### src/rtl/clk_div_prog.sv
// Runtime-programmable clock divider: divided clock, start-of-period tick, divisor handshake.
// Define CLKDIV_SYNC_EN to add the sync_in phase-restart input.
module clk_div_prog #(
    parameter int unsigned CNT_W       = 16,
    parameter int unsigned DIV_DEFAULT = 16
) (
    input  logic             clk_in,
    input  logic             rst_n,
    input  logic             en,
    input  logic [CNT_W-1:0] div_in,
    input  logic             div_valid,
    output logic             div_ready,
`ifdef CLKDIV_SYNC_EN
    input  logic             sync_in,
`endif
    output logic             clk_out,
    output logic             tick,
    output logic             active,
    output logic             cfg_err
);

    typedef enum logic [1:0] {
        ST_IDLE     = 2'd0,
        ST_RUN      = 2'd1,
        ST_STOPPING = 2'd2
    } state_t;

    localparam logic [CNT_W-1:0] ZERO    = '0;
    localparam logic [CNT_W-1:0] ONE     = CNT_W'(1);
    localparam logic [CNT_W-1:0] TWO     = CNT_W'(2);
    localparam logic [CNT_W-1:0] DIV_RST = CNT_W'(DIV_DEFAULT);

    state_t           state_q, state_d;
    logic [CNT_W-1:0] cnt_q, cnt_d;
    logic [CNT_W-1:0] n_act_q, n_act_d;
    logic [CNT_W-1:0] pend_val_q, pend_val_d;
    logic             pend_vld_q, pend_vld_d;
    logic             clk_q, clk_d;
    logic             tick_q, tick_d;
    logic             cfg_err_q, cfg_err_d;

    logic [CNT_W-1:0] hi_last;
    logic             at_wrap;
    logic             at_hi_last;
    logic             sync_req;
    logic             restart;
    logic             apply_pend;
    logic             xfer;

    // Last high-phase count is ceil(N/2)-1; written without N+1 so N=2^CNT_W-1 cannot overflow.
    assign hi_last    = (n_act_q >> 1) + CNT_W'(n_act_q[0]) - ONE;
    assign at_wrap    = (cnt_q == n_act_q - ONE);
    assign at_hi_last = (cnt_q == hi_last);

`ifdef CLKDIV_SYNC_EN
    assign sync_req = sync_in;
`else
    assign sync_req = 1'b0;
`endif

    assign restart   = sync_req || (at_wrap && en);
    assign div_ready = !pend_vld_q;
    assign xfer      = div_valid && div_ready;

    always_comb begin
        // NOTE: every next-state signal gets a default first so no path leaves one unassigned (no latches).
        state_d    = state_q;
        cnt_d      = cnt_q;
        n_act_d    = n_act_q;
        pend_val_d = pend_val_q;
        pend_vld_d = pend_vld_q;
        clk_d      = clk_q;
        tick_d     = 1'b0;
        cfg_err_d  = 1'b0;
        apply_pend = 1'b0;

        case (state_q)
            ST_IDLE: begin
                cnt_d      = ZERO;
                clk_d      = 1'b0;
                apply_pend = pend_vld_q;
                if (en) begin
                    state_d = ST_RUN;
                    clk_d   = 1'b1;
                    tick_d  = 1'b1;
                end
            end

            ST_RUN, ST_STOPPING: begin
                if (restart) begin
                    // Period boundary: the only place a new divisor may take effect while running.
                    cnt_d      = ZERO;
                    clk_d      = 1'b1;
                    tick_d     = 1'b1;
                    apply_pend = pend_vld_q;
                    state_d    = en ? ST_RUN : ST_STOPPING;
                end else if (at_wrap) begin
                    state_d = ST_IDLE;
                    cnt_d   = ZERO;
                    clk_d   = 1'b0;
                end else begin
                    cnt_d   = cnt_q + ONE;
                    state_d = en ? ST_RUN : ST_STOPPING;
                    if (at_hi_last) begin
                        clk_d = 1'b0;
                    end
                end
            end

            default: begin
                state_d = ST_IDLE;
                cnt_d   = ZERO;
                clk_d   = 1'b0;
            end
        endcase

        if (apply_pend) begin
            n_act_d    = pend_val_q;
            pend_vld_d = 1'b0;
        end

        // A transfer can only happen with no pending value, so it never collides with apply_pend.
        if (xfer) begin
            if (div_in >= TWO) begin
                pend_val_d = div_in;
                pend_vld_d = 1'b1;
            end else begin
                cfg_err_d = 1'b1;
            end
        end
    end

    always_ff @(posedge clk_in or negedge rst_n) begin
        if (!rst_n) begin
            state_q    <= ST_IDLE;
            cnt_q      <= ZERO;
            n_act_q    <= DIV_RST;
            pend_val_q <= ZERO;
            pend_vld_q <= 1'b0;
            clk_q      <= 1'b0;
            tick_q     <= 1'b0;
            cfg_err_q  <= 1'b0;
        end else begin
            // NOTE: non-blocking assignments so every register samples the pre-edge values.
            state_q    <= state_d;
            cnt_q      <= cnt_d;
            n_act_q    <= n_act_d;
            pend_val_q <= pend_val_d;
            pend_vld_q <= pend_vld_d;
            clk_q      <= clk_d;
            tick_q     <= tick_d;
            cfg_err_q  <= cfg_err_d;
        end
    end

    assign clk_out = clk_q;
    assign tick    = tick_q;
    assign cfg_err = cfg_err_q;
    assign active  = (state_q != ST_IDLE);

`ifndef SYNTHESIS
    a_cnt_range: assert property (@(posedge clk_in) disable iff (!rst_n) cnt_q < n_act_q);
    a_div_legal: assert property (@(posedge clk_in) disable iff (!rst_n) n_act_q >= TWO);
    a_tick_high: assert property (@(posedge clk_in) disable iff (!rst_n) tick_q |-> clk_q);
    a_tick_run:  assert property (@(posedge clk_in) disable iff (!rst_n) tick_q |-> active);
`endif

endmodule

### config.mk
export PLATFORM = sky130hd
export DESIGN_NAME = clk_div_prog
export DESIGN_NICKNAME = d
export VERILOG_FILES = /design/src/rtl/clk_div_prog.sv
export SDC_FILE = /design/constraint.sdc
export NUM_CORES = 1
export LEC_CHECK = 0
export BUFFER_PORTS_ARGS = -buffer_cell sky130_fd_sc_hd__clkbuf_2
export CORE_MARGIN = 2
export CORE_UTILIZATION = 57
export CTS_BUF_LIST = sky130_fd_sc_hd__clkbuf_4
export DETAILED_ROUTE_END_ITERATION = 10
export MAX_ROUTING_LAYER = met4
export PLACE_DENSITY_LB_ADDON = 0.3
export SLEW_MARGIN = 20
export SYNTH_ARGS = -nofsm -noshare
export SYNTH_HDL_FRONTEND = slang
export SYNTH_SLANG_ARGS = --single-unit
### constraint.sdc
create_clock -name clk_in -period 2.8 [get_ports clk_in]
set_input_delay 0.42 -clock clk_in [delete_from_list [all_inputs] [get_ports clk_in]]
set_output_delay 0.42 -clock clk_in [all_outputs]
set_load 0.005 [all_outputs]
==> results of run 1 <==
[power by group through the flow]
stage | Combinational [W] | Sequential (W) | Clock, W
detailed placement | 0.00252 | 0.00144 | 0
finish | 0.00259 | 0.00143 | 0.000369
CTS | 0.00253 | 0.00142 | 0.000374
global route | 0.00287 | 0.00148 | 0.000402
global placement | 0.00243 | 0.00142 | 0
floorplan | 0.00194 | 0.00127 | 0
[cells in the mapped netlist (4+ instances only)]
master,n
o21ai_0,22
clkbuf_1,32
a311o_1,16
mux2_2,16
nand3_1,28
nand3b_1,4
nor4_1,7
nand4_1,13
xor2_1,23
ha_1,6
xnor2_1,24
or3_1,6
nor3_1,21
nor4b_1,5
buf_2,5
nand2b_1,6
nor2_1,35
inv_1,9
o211ai_1,4
dfrtp_1,53
nand2_1,47
[what timing repair did]
action	in CTS	in global routing
gates resized for setup	0	9
setup endpoints to repair	0	35
hold buffers	1	0
endpoints found under the hold margin	17	0
[sequential cells by signal (all words and copies together), names as in the netlist]
signal      flops
pend_vld_q      1
pend_val_q     16
clk_out         1
cfg_err         1
n_act_q        16
cnt_q          16
state_q         2
tick            1
[layer usage]
layer  vias to the layer above  GRT usage  wire [um]
li1                       1656          -          -
met1                      1681      0.372       4330
met2                       112      0.431       4570
met3                        14     0.0352        456
met4                         0     0.0696         98
met5                         -          -          0
[through the flow]
step | util | setup slack [ns] | instance area, um2 | cells | setup TNS [ns]
floorplan | - | 0.0106 | 3890 | 450 | 0
global placement | 0.627 | 0.166 | 4190 | 544 | 0
detailed placement | 0.627 | 0.0730 | 4190 | 544 | 0
CTS | 0.637 | 0.0442 | 4260 | 553 | 0
global route | 0.644 | -0.0239 | 4300 | 553 | -0.0239
finish | 0.644 | 0.134 | 4300 | 553 | 0
[area by class of cell]
cell class,instances,area (um2)
inverters,10,37.5
well taps,80,100
clock inverters,3,20.0
clock buffers,5,37.5
repair buffers,57,399
multi-input cells,344,2360
flip-flops and latches,54,1350
fillers,574,2380
[worst min path at each step]
stage / to / slack (ns) / start / cells past startpoint
5_1_grt: cfg_err$_DFF_PN0_ / 0.23 / div_valid / 2
3_5_place_dp: cnt_q[5]$_DFF_PN0_ / 0.38 / rst_n / 1
3_3_place_gp: cnt_q[5]$_DFF_PN0_ / 0.38 / rst_n / 1
6_report: cfg_err$_DFF_PN0_ / 0.25 / div_valid / 2
4_1_cts: cfg_err$_DFF_PN0_ / 0.25 / div_valid / 2
2_1_floorplan: cfg_err$_DFF_PN0_ / 0.12 / rst_n / 0
[cells by family after synthesis]
logic type / share of synthesized area
adders and majority gates: 0.0193
DFF: 0.348
muxes: 0.0515
xor gates and xnor gates: 0.106
and+or+nand+nor: 0.274
AOI/OAI and AO/OA: 0.144
buffers and inverters: 0.0576
==> results.yml, run 1 <==
synth:
  yosysTopAreaCellShare: 0.341
  netlist_area_um2: 3890
  synth_largest_area_cell: "dfrtp_1"
  ys_seq_elements: 54
  synth_cell_types: 63
  synth.net_count: 476
  synth_enable_flop_cells: 0
  synth_area_per_cell_um2: 8.64
  async_flop_share: 1.00
  ys.flop_type: "dfrtp_1"
  seq_area_frac_synth: 0.348
  synth.top_cells.by_area: "dfrtp_1, xnor2_1, xor2_1"
  syn_inst: 450
  yosys_warnings: 0
final_layout:
  area_delta_synth_final_pct: 10.6
  diodes: 0
  drive_gt1_frac: 0.207
  layout_common_cells: "dfrtp_1, nand2_1, nor2_1"
  final_common_cell: "dfrtp_1"
  layout.nets: 498
setup_path:
  critical_path.top_delay_family: "simple AND/OR/NAND/NOR gates"
  crit_end: "n_act_q[10]$_DFFE_PN0P_"
  crit_chain: "inv_1 -> ha_1 -> nor2b_1 -> a311oi_1 -> or4bb_1 -> o21ai_2 -> nand3_4 -> or2_1 -> buf_12 -> a311o_1"
  crit_type: "flip-flop to flip-flop"
  reg2reg_depth: 10
  crit_path_end_kind: "flip-flop"
  crit_path_max_incr_delay_ns: 0.52
  r2r_start: "n_act_q[0]$_DFFE_PN0P_"
  critical_path_required_ns: 3.08
  crit_start: "n_act_q[0]$_DFFE_PN0P_"
  critPathSlowestCell: "or4bb_1"
  worst-path-buf-inv: 2
  cp_data_arrival_time_ns: 2.95
  crit_cells: 10
  r2r_slack_ns: 0.13
  worstPathMaxFanout: 17
  r2r_end: "n_act_q[10]$_DFFE_PN0P_"
  cp-start-kind: "flip-flop"
timing:
  fin_crit_ns: 2.67
  worstMarginPinSlew_ns: 0.695
  skew_ns: 0.0181
  finalSetupViolCount: 0
  slew_viol_final: 0
  timing.hold.ws_ns: 0.247
  fmaxAchievable_ghz: 0.375
  hold_viol_final: 0
  maxSlewHeadroom: 0.537
  period_share: 0.952
route:
  firstDrtPassIters: 5
  wirelength_um: 9450
  via_per_inst: 6.26
  vias: 3463
  drc_errors: 0
  ant_nets: 0
  wire_per_inst_um: 17.1
  drt_iter0_markers: 232
pwr:
  p_per_area_nw_per_um2: 1020
  power.internal_w: 0.00235
  p_total_w: 0.00439
  ir_drop_uv: 675
  p_sw_frac: 0.465
  seqPwrFrac: 0.326
  clockPowerShare: 0.084
  leakage_nw: 1.74
  p_sw_w: 0.00204
  p_comb_frac: 0.590
grt:
  grt_pass1_vias: 3364
  grtUsageTotal: 0.273
  antenna_found_initial: 0
  grt_max_degree: 38
  grt_first_pass_wirelength_um: 15900
  grt-ovfl-total: 0
job:
  timing.max_cap.violations: 0
clock_tree:
  clk_latency_ns: 0.39
  h-tree-depth: 2
  cts_root_buffer: "clkbuf_4"
  numCtsBuffers: 5
  cts_max_path_buffers: 2
  clkTransAtPathRegs_ns: 0.17
  cts_setup_buffers: 0
  cts_tree: "built"
  cts.sinks: 54
die:
  rows: 30
  fp.dieH_um: 86.6
  floorplan.initialDensity: 0.582
  dieArea_um2: 7500
  die_w_um: 86.6
  ios: 25
  core_area_um2: 6680
place:
  place.gp.congestion: 0.945
  port_buffers: 24
  place_hpwl_um: 6930
status:
  status: "finished, final reports clean"
worst_hold_path:
  hp-class: "input port to flip-flop"
Power figures use the tool's default switching activity.
==> inputs of run 2 (changes only) <==
--- a/config.mk
+++ b/config.mk
@@ -10,6 +10,7 @@
 export CORE_UTILIZATION = 57
 export CTS_BUF_LIST = sky130_fd_sc_hd__clkbuf_4
 export DETAILED_ROUTE_END_ITERATION = 10
+export GPL_TIMING_DRIVEN = 0
 export MAX_ROUTING_LAYER = met4
 export PLACE_DENSITY_LB_ADDON = 0.3
 export SLEW_MARGIN = 20
==> run 2 against run 1 <==
Against the previous run:
- critical path depth stayed put
- non-clock buffer count is 26 higher
- cell count is 4.7% higher
- die area stayed put
- the run now ends with design-rule violations, negative setup slack left
- flip-flop and latch count stayed put
- total power is 6.4% higher
- maximum frequency is 5.6% lower
==> results.yml, run 2 (synthesis gave the netlist of run 1 again) <==
timing:
  skew_ns: 0.0173
  fmaxAchievable_ghz: 0.354
  timing.hold.ws_ns: 0.0927
  rsz0062_at_grt: "yes"
  worstMarginPinSlew_ns: 0.917
  finalSetupViolCount: 6
  maxSlewHeadroom: 0.383
  setup_tns_ns: -0.0822
  fin_crit_ns: 2.83
  hold_viol_final: 0
  worst_slack_ns: -0.0260
  slew_viol_final: 0
  period_share: 1.01
setup_path:
  crit_path_end_kind: "flip-flop"
  worstPathMaxFanout: 7
  critical_path_required_ns: 3.09
  crit_chain: "buf_6 -> or3_4 -> or3_4 -> nor3_2 -> a21o_2 -> nand3_4 -> or2_1 -> buf_6 -> buf_8 -> a311o_1"
  crit_type: "flip-flop to flip-flop"
  critPathSlowestCell: "dfrtp_2"
  crit_path_max_incr_delay_ns: 0.49
  cp-start-kind: "flip-flop"
  cp_data_arrival_time_ns: 3.11
final_layout:
  drive_gt1_frac: 0.236
  diodes: 0
  regArea_um2: 1360
  fill_cells: 554
  multi_input_area_um2: 2460
  layout_common_cells: "dfrtp_1, nand2_1, nor2_1"
  final_cell_area_um2: 4530
  layout.nets: 524
  reg_top3: "cnt_q x16, n_act_q x16, pend_val_q x16"
  area_delta_synth_final_pct: 16.4
  final_common_cell: "dfrtp_1"
route:
  via_per_inst: 6.36
  wl_met2_um: 5370
  wirelength_um: 10500
  dr_wl_met3_um: 650
  ant_nets: 0
  wirelength_met1_um: 4280
  top_layer_used: "met4"
  drc_errors: 1
  firstDrtPassIters: 8
  vias: 3682
  drt_iter0_markers: 266
  wire_per_inst_um: 18.1
die:
  ios: 25
  dieArea_um2: 7500
  fp.dieH_um: 86.6
  floorplan.initialDensity: 0.582
  rows: 30
  core_area_um2: 6680
  die_w_um: 86.6
pwr:
  p_total_w: 0.00467
  p_per_area_nw_per_um2: 1030
  leakage_nw: 1.80
  ir_drop_uv: 582
grt:
  grt-ovfl-total: 0
  grt_max_degree: 55
  grtUsageTotal: 0.279
  antenna_found_initial: 0
  grt_pass1_vias: 3456
  grt_first_pass_wirelength_um: 16300
place:
  place_hpwl_um: 6930
  place.gp.congestion: 0.921
  port_buffers: 24
  place_area_um2: 4110
job:
  timing.max_cap.violations: 0
clock_tree:
  clkTransAtPathRegs_ns: 0.19
  h-tree-depth: 2
  cts.sinks: 54
  holdBufCountCts: 0
  numCtsBuffers: 5
  cts_tree: "built"
  cts_root_buffer: "clkbuf_4"
  clk_latency_ns: 0.40
  cts_max_path_buffers: 2
worst_hold_path:
  hp-class: "input port to asynchronous set/reset pin"
status:
  status: "finished with violations"
  failed_checks: "design-rule violations, negative setup slack"
[run 2: changes by cell type in the layout (fill, tap and decap cells not counted), sizes merged]
cell and delta:
clkbuf +32, dlygate4sd3 -1, clkinv -1, clkinvlp -1
inv +1, buf -4
[run 2: layout make-up]
cell class | count | share of cell area
Multi-Input combinational cell | 344 | 0.544
Inverter | 10 | 0.00829
Sequential cell | 54 | 0.300
Clock inverter | 2 | 0.00387
Timing Repair Buffer | 42 | 0.0661
Tap cell | 80 | 0.0221
Clock buffer | 6 | 0.00995
Buffer | 41 | 0.0462
[run 2: per-stage QoR]
step,std cells,setup WS (ns),utilization
after global routing,579,-0.0756,0.678
after CTS,568,0.00930,0.643
after detailed placement,554,-0.639,0.616
final,579,-0.0260,0.678
after floorplan,450,0.0106,-
after global placement,554,-0.502,0.615
[run 2: report_power, final]
part / total (W) / internal [W] / switching [W]
Clock: 0.000399 / 0.000116 / 0.000283
Sequential: 0.00137 / 0.00109 / 0.000285
Combinational: 0.00290 / 0.00121 / 0.00170
Total: 0.00467 / 0.00241 / 0.00226
[run 2: path summary, 6_finish.rpt]
path,start,endpoint,slack (ns),cells after the start
max reg2reg,n_act_q[0]$_DFFE_PN0P_,n_act_q[10]$_DFFE_PN0P_,-0.03,10
max in group asynchronous,rst_n,n_act_q[1]$_DFFE_PN0P_,2.17,1
min,rst_n,cnt_q[8]$_DFF_PN0_,0.09,1
min reg2reg,pend_vld_q$_DFF_PN0_,cfg_err$_DFF_PN0_,0.48,1
min in group clk_in,div_in[0],pend_val_q[0]$_DFFE_PN0P_,0.23,2
max,n_act_q[0]$_DFFE_PN0P_,n_act_q[10]$_DFFE_PN0P_,-0.03,10
[run 2: worst max-delay path: cells and delay by family (launching register included)]
kind	cells	cell delay (ns)
buffers and inverters	3	0.44
and+or+nand+nor	5	1.27
AOI/OAI and AO/OA	2	0.51
DFF	1	0.49
[run 2: per-layer routing]
| layer | GRT usage | vias to the layer above |
|---|---|---|
| met5 | - | - |
| met4 | 0.0994 | 0 |
| met3 | 0.0400 | 28 |
| met2 | 0.459 | 183 |
| met1 | 0.351 | 1762 |
| li1 | - | 1709 |
[run 2: what timing repair did]
action / in CTS / in global routing
gates cloned: 0 / 1
gates resized for setup: 16 / 45
pin swaps: 6 / 11
setup buffers: 6 / 11
endpoints found under the setup margin: 36 / 36
